==> src/rtl/std_fifo_param_if.sv <==
// std_fifo_param_if: handshake/data bundle for std_fifo_param.
//
// Signals:
//   push, pop          write / read requests (driven by the user side)
//   d                  write data
//   q                  registered read data
//   full, empty        occupancy flags
//   almost_full/empty  threshold flags
//   count              occupancy, 0..DEPTH
//   overflow/underflow sticky error flags, only when STD_FIFO_ERR_EN is defined
//
// Modports: master = user side (drives push/pop/d), slave = the FIFO itself.
interface std_fifo_param_if #(
  parameter int unsigned WIDTH = 8,
  parameter int unsigned DEPTH = 64
);
  localparam int unsigned CW = $clog2(DEPTH + 1);

  logic             push;
  logic             pop;
  logic [WIDTH-1:0] d;
  logic [WIDTH-1:0] q;
  logic             full;
  logic             empty;
  logic             almost_full;
  logic             almost_empty;
  logic [CW-1:0]    count;
`ifdef STD_FIFO_ERR_EN
  logic             overflow;
  logic             underflow;

  modport master (
    output push, pop, d,
    input  q, full, empty, almost_full, almost_empty, count, overflow, underflow
  );

  modport slave (
    input  push, pop, d,
    output q, full, empty, almost_full, almost_empty, count, overflow, underflow
  );
`else
  modport master (
    output push, pop, d,
    input  q, full, empty, almost_full, almost_empty, count
  );

  modport slave (
    input  push, pop, d,
    output q, full, empty, almost_full, almost_empty, count
  );
`endif

endinterface

==> src/rtl/std_fifo_param.sv <==
// std_fifo_param: parametrised single-clock synchronous FIFO with occupancy count and
// programmable almost-full / almost-empty thresholds.
//
// Ports:
//   clk  clock, all state updates on the rising edge
//   rst  synchronous active-high reset (pointers, count, q, flags; the RAM is not cleared)
//   bus  std_fifo_param_if.slave: push/pop/d in; q/full/empty/almost_full/almost_empty/count out
//
// Parameters: WIDTH (word bits), DEPTH (entries, power of two >= 2),
//   AF_MARGIN (almost_full when count >= DEPTH-AF_MARGIN),
//   AE_MARGIN (almost_empty when count <= AE_MARGIN).
//
// Optional feature macro: STD_FIFO_ERR_EN adds sticky overflow/underflow flags on the
// interface. Without it dropped accesses are silent.
module std_fifo_param #(
  parameter int unsigned WIDTH     = 8,
  parameter int unsigned DEPTH     = 64,
  parameter int unsigned AF_MARGIN = 4,
  parameter int unsigned AE_MARGIN = 4
) (
  input logic                  clk,
  input logic                  rst,
  std_fifo_param_if.slave      bus
);

  localparam int unsigned CW = $clog2(DEPTH + 1);
  localparam int unsigned AW = $clog2(DEPTH);
  // Guarded so an out-of-range margin cannot wrap the unsigned threshold.
  localparam int unsigned AfThr = (AF_MARGIN >= DEPTH) ? 0 : (DEPTH - AF_MARGIN);
  localparam logic        AfRst = (AF_MARGIN >= DEPTH);

  logic [WIDTH-1:0] mem_q [DEPTH];

  logic [AW-1:0]    wr_ptr_q, wr_ptr_d;
  logic [AW-1:0]    rd_ptr_q, rd_ptr_d;
  logic [CW-1:0]    count_q, count_d;
  logic [WIDTH-1:0] q_q, q_d;
  logic             full_q, full_d;
  logic             empty_q, empty_d;
  logic             af_q, af_d;
  logic             ae_q, ae_d;

  logic             push_ok;
  logic             pop_ok;

  // Acceptance uses the registered flags only, so a pop never frees a slot for a push
  // in the same cycle when full (and vice versa when empty).
  assign push_ok = bus.push & ~full_q;
  assign pop_ok  = bus.pop & ~empty_q;

  always_comb begin
    wr_ptr_d = wr_ptr_q;
    rd_ptr_d = rd_ptr_q;
    count_d  = count_q;
    q_d      = q_q;

    if (push_ok) begin
      wr_ptr_d = wr_ptr_q + AW'(1);
    end
    if (pop_ok) begin
      rd_ptr_d = rd_ptr_q + AW'(1);
      // Reads the RAM before this edge's write lands, so a same-cycle push never bypasses.
      q_d      = mem_q[rd_ptr_q];
    end

    unique case ({push_ok, pop_ok})
      2'b10:   count_d = count_q + CW'(1);
      2'b01:   count_d = count_q - CW'(1);
      default: count_d = count_q;
    endcase
  end

  // Flags are registered from next-count so they change on the same edge as count.
  always_comb begin
    full_d  = (count_d == CW'(DEPTH));
    empty_d = (count_d == '0);
    af_d    = (32'(count_d) >= AfThr);
    ae_d    = (32'(count_d) <= AE_MARGIN);
  end

  always_ff @(posedge clk) begin
    if (rst) begin
      wr_ptr_q <= '0;
      rd_ptr_q <= '0;
      count_q  <= '0;
      q_q      <= '0;
      full_q   <= 1'b0;
      empty_q  <= 1'b1;
      af_q     <= AfRst;
      ae_q     <= 1'b1;
    end else begin
      wr_ptr_q <= wr_ptr_d;
      rd_ptr_q <= rd_ptr_d;
      count_q  <= count_d;
      q_q      <= q_d;
      full_q   <= full_d;
      empty_q  <= empty_d;
      af_q     <= af_d;
      ae_q     <= ae_d;
    end
  end

  // Storage array: no reset so it maps onto RAM.
  always_ff @(posedge clk) begin
    if (push_ok && !rst) begin
      mem_q[wr_ptr_q] <= bus.d;
    end
  end

  assign bus.q            = q_q;
  assign bus.full         = full_q;
  assign bus.empty        = empty_q;
  assign bus.almost_full  = af_q;
  assign bus.almost_empty = ae_q;
  assign bus.count        = count_q;

`ifdef STD_FIFO_ERR_EN
  logic ovf_q, ovf_d;
  logic udf_q, udf_d;

  // Sticky: any rejected request sets the flag until the next reset.
  always_comb begin
    ovf_d = ovf_q | (bus.push & full_q);
    udf_d = udf_q | (bus.pop & empty_q);
  end

  always_ff @(posedge clk) begin
    if (rst) begin
      ovf_q <= 1'b0;
      udf_q <= 1'b0;
    end else begin
      ovf_q <= ovf_d;
      udf_q <= udf_d;
    end
  end

  assign bus.overflow  = ovf_q;
  assign bus.underflow = udf_q;
`endif

endmodule
==> src/flat_wrapper.sv <==
// flat-port wrapper written by rule: the top's interface ports become plain ports
module std_fifo_param_flat 
#(
  parameter int unsigned WIDTH     = 8,
  parameter int unsigned DEPTH     = 64,
  parameter int unsigned AF_MARGIN = 4,
  parameter int unsigned AE_MARGIN = 4
)
  (clk, rst, bus_push, bus_pop, bus_d, bus_q, bus_full, bus_empty, bus_almost_full, bus_almost_empty, bus_count);
  std_fifo_param_if #(.WIDTH(WIDTH), .DEPTH(DEPTH)) bus_i ();
  input logic clk;
  input logic rst;
  input wire logic [$bits(bus_i.push)-1:0] bus_push;
  input wire logic [$bits(bus_i.pop)-1:0] bus_pop;
  input wire logic [$bits(bus_i.d)-1:0] bus_d;
  output wire logic [$bits(bus_i.q)-1:0] bus_q;
  output wire logic [$bits(bus_i.full)-1:0] bus_full;
  output wire logic [$bits(bus_i.empty)-1:0] bus_empty;
  output wire logic [$bits(bus_i.almost_full)-1:0] bus_almost_full;
  output wire logic [$bits(bus_i.almost_empty)-1:0] bus_almost_empty;
  output wire logic [$bits(bus_i.count)-1:0] bus_count;
  assign bus_i.push = bus_push;
  assign bus_i.pop = bus_pop;
  assign bus_i.d = bus_d;
  assign bus_q = bus_i.q;
  assign bus_full = bus_i.full;
  assign bus_empty = bus_i.empty;
  assign bus_almost_full = bus_i.almost_full;
  assign bus_almost_empty = bus_i.almost_empty;
  assign bus_count = bus_i.count;
  std_fifo_param #(.WIDTH(WIDTH), .DEPTH(DEPTH), .AF_MARGIN(AF_MARGIN), .AE_MARGIN(AE_MARGIN)) u_core (.clk(clk), .rst(rst), .bus(bus_i));
endmodule
==> config.mk <==
export PLATFORM = sky130hd
export DESIGN_NAME = std_fifo_param_flat
export DESIGN_NICKNAME = d
export VERILOG_FILES = /design/src/rtl/std_fifo_param_if.sv /design/src/rtl/std_fifo_param.sv /design/src/flat_wrapper.sv
export SDC_FILE = /design/constraint.sdc
export NUM_CORES = 1
export LEC_CHECK = 0
export BUFFER_PORTS_ARGS = -buffer_cell sky130_fd_sc_hd__buf_4
export CAP_MARGIN = 5
export CORE_ASPECT_RATIO = 1.5
export CORE_MARGIN = 2
export CORE_UTILIZATION = 39
export DETAILED_ROUTE_END_ITERATION = 10
export SLEW_MARGIN = 5
export SYNTH_ARGS = -nofsm -noshare
export SYNTH_HDL_FRONTEND = slang
export SYNTH_SLANG_ARGS = --single-unit
==> constraint.sdc <==
create_clock -name clk -period 8.5 [get_ports clk]
set_input_delay 1.7 -clock clk [delete_from_list [all_inputs] [get_ports clk]]
set_output_delay 1.7 -clock clk [all_outputs]
set_load 0.01 [all_outputs]
==> run_results.csv <==
group,metric,value,unit
yosys,yosysMostFrequentCell,"edfxtp_1",
floorplanning,rows,105,
route,wl_per_cell,26.70,um
clock_tree,cts.clk_slew.worst_paths,0.06,ns
grt,grt_max_degree,69,
yosys,yosys.area.top_type,"edfxtp_1",
route,drt-vias-per-instance,5.695,
layout,nFillCells,4595,
yosys,synth_enable_flop_cells,512,
grt,grt_use_met2,31.40,%
clock_tree,postCtsResizedCells,0,
flow_run,maxCapViolCount,0,
sta,clock_skew,0.02173,ns
critical_path,end_kind,"flop",
clock_tree,cts_buffers,47,
critical_path,critPathRequiredTime,8.68,ns
sta,fin_crit_sh,53.10,%
placed_design,dp_slack,3.495,ns
clock_tree,cts_tree,"built",
sta,setup_tns,0,ns
route,firstDrtPassIters,5,
route,drt-total-wl,49580,um
layout,final_nets,1140,
layout,stdcell_area,23870,sq um
layout,multiInputGateArea,5114,sq um
route,remaining_drc_errors,0,
sta,setup-violations-final,0,
layout,antenna_cells,0,
sta,final-max-slew-violation-count,0,
yosys,syn_inst,1102,
sta,worst_slew_margin_rel,25.14,%
clock_tree,cts_sinks,543,
pwr,irDropWorstVdd,0.0001431,V
yosys,netlist_top_cells_count,"edfxtp_1, mux4_2, nor2_1",
placed_design,dpl-instance-area,22300,sq um
yosys,yosys.area.top_type_share,71.65,%
floorplanning,start_util,39.36,%
grt,grt.overflow.total,0,
pwr,p_per_area,239.1,nW/um^2
clock_tree,post_cts_buffers,0,
route,ant_nets,0,
grt,grt.total_usage,17.65,%
placed_design,io_buffers,30,
grt,grt_pass1_vias,11040,
placed_design,dp_cells,1770,
route,drt_iter0_drc,748,
sta,fin_crit,4.513,ns
critical_path,ff2ff_path_depth,7,
critical_path,worstSetupPathType,"primary input to flop",
grt,use_met1,21.90,%
clock_tree,htree_levels,2,
critical_path,timing.rr.end,"u_core.bus.q[0]",
grt,grt_pass1_wl,73510,um
sta,rsz0062_at_grt,"no",
critical_path,startpoint_type,"primary input",
sta,worstMarginPinSlew,1.120,ns
sta,setup_slack,3.987,ns
sta,hold_viol,0,
layout,area_growth_syn_to_layout,11.26,%
route,vias,10580,
status,outcome,"finished, final reports clean",
yosys,ys_seq_area_share,74.54,%
clock_tree,clk_path_buf_depth,3,
critical_path,crit_fanout,10,
layout,stdcell_count,1857,
floorplanning,die_y,291.3,um
worst_hold_path,holdPathStages,2,
sta,max_freq,221.6,MHz
worst_hold_path,hp-class,"flop to flop",
pwr,leakage,7.101,nW
yosys,synthArstFlopShare,0,%
yosys,synth_seq_cells,543,
yosys,syn_nets,1118,
clock_tree,clock_latency,0.57,ns
critical_path,rrSetupSlack,4.60,ns
worst_hold_path,hold_path_end,"u_core.wr_ptr_q[1]",
sta,worst_hold_slack,0.5044,ns
floorplanning,die-area,56950,sq um
floorplanning,fp.dieW,195.5,um
clock_tree,cts_root_buf,"clkbuf_16",
layout,layout-drive-gt1-share,22.20,%
placed_design,hpwl,30020,um
floorplanning,coreArea,54520,sq um
grt,grt_busiest_layer,"met2",
yosys,ys.flop_type,"edfxtp_1",
grt,use_met3,2.109,%
worst_hold_path,hp-start,"u_core.wr_ptr_q[1]",
yosys,syn_avg_cell_area,19.47,sq um
clock_tree,cts_hold_buf,0,
floorplanning,ios,31,
grt,antenna_found_initial,2,
layout,seq_area,16000,sq um
critical_path,cp.arrival,4.69,ns
yosys,ys_types,53,
placed_design,gp_congestion,0.8325,
yosys,yosysWarnings,0,
critical_path,reg2reg_from,"u_core.rd_ptr_q[0]",
yosys,synthTopCellsByArea,"edfxtp_1, mux4_2, dfxtp_1",
yosys,synth_area,21460,sq um
state kept, by name, summed over array words and instances (netlist names):
signal and count:
u_core.bus.almost_empty 1, u_core.bus.almost_full 1, u_core.bus.count 7, u_core.bus.empty 1, u_core.bus.full 1, u_core.bus.q 8, u_core.mem_q 512, u_core.rd_ptr_q 6
u_core.wr_ptr_q 6
per-stage QoR:
step	total power, mW	util (%)
2_1_floorplan	3.410	-
3_3_place_gp	3.589	40.91
3_5_place_dp	3.596	40.91
4_1_cts	5.765	43.79
5_1_grt	5.900	43.79
6_report	5.708	43.79
logic make-up (layout without fill, tap and decap cells):
kind of cell             count (synthesis)  in the layout  synth area share, %
XOR/XNOR                                16             16               0.6531
AO/OA/AOI/OAI                          126            126                4.257
multiplexers                           161            161                14.97
buffers and inverters                   74            134                1.638
flip-flops                             543            543                74.54
AND/OR/NAND/NOR                        178            178                3.703
adder cells (fa/ha/maj)                  4              4               0.2332
worst max-delay path: stages:
cell	delay, ns
buf_4	0.07
nor2b_1	0.60
inv_2	0.18
nor2_1	0.25
nand4_1	0.91
nor2_1	0.97
worst max path at each step:
stage | end | startpoint | slack [ns] | cells past startpoint
2_1_floorplan | u_core.bus.almost_full | bus_pop | 4.54 | 11
3_3_place_gp | u_core.mem_q[45][3] | bus_push | 3.51 | 6
3_5_place_dp | u_core.mem_q[61][1] | bus_push | 3.50 | 6
4_1_cts | u_core.mem_q[61][6] | bus_push | 4.09 | 6
5_1_grt | u_core.mem_q[45][4] | bus_push | 3.83 | 6
6_report | u_core.mem_q[45][6] | bus_push | 3.99 | 6
power by group:
part | leakage [nW] | switching (mW) | internal [mW] | total [mW]
Sequential | 4.86 | 0.0574 | 2.95 | 3.00
Clock | 0.773 | 0.947 | 1.24 | 2.18
Combinational | 1.47 | 0.284 | 0.235 | 0.520
Total | 7.10 | 1.29 | 4.42 | 5.71
layer usage:
metal,vias up,wire (um),part of all wire (%)
met1,5594,19070,38
met4,2,1879,3.8
li1,4569,-,-
met5,-,12,0.024
met3,86,2401,4.8
met2,324,26220,53
layout by cell type, fill, tap and decap left out, types with 3 or more instances in the layout:
master     instances
o21ai_0           24
mux2i_1           33
a221oi_1          31
nor3_1            21
bufinv_16          6
nand3_1            6
clkinv_1           8
a21oi_1           25
nand3b_1           3
o21ai_1            9
xor2_1             8
edfxtp_1         512
xnor2_1            8
clkinv_2          10
dfxtp_1           28
a221oi_2           9
mux4_2           128
buf_4             37
ha_1               4
a211oi_1          10
nand2_1           28
nor2_1            94
inv_1              7
clkbuf_1           8
nand2b_1           5
a31oi_1            3
nand4_1            4
clkbuf_16         48
cell type report:
class | instances | share of cell area, %
inverter | 10 | 0.1572
clock inverter | 30 | 1.368
sequential | 543 | 67.04
tap | 695 | 3.642
timing repair buffer | 37 | 1.163
multi-input combinational | 485 | 21.42
clock buffer | 57 | 5.215
(Power assumes the default switching activity.)
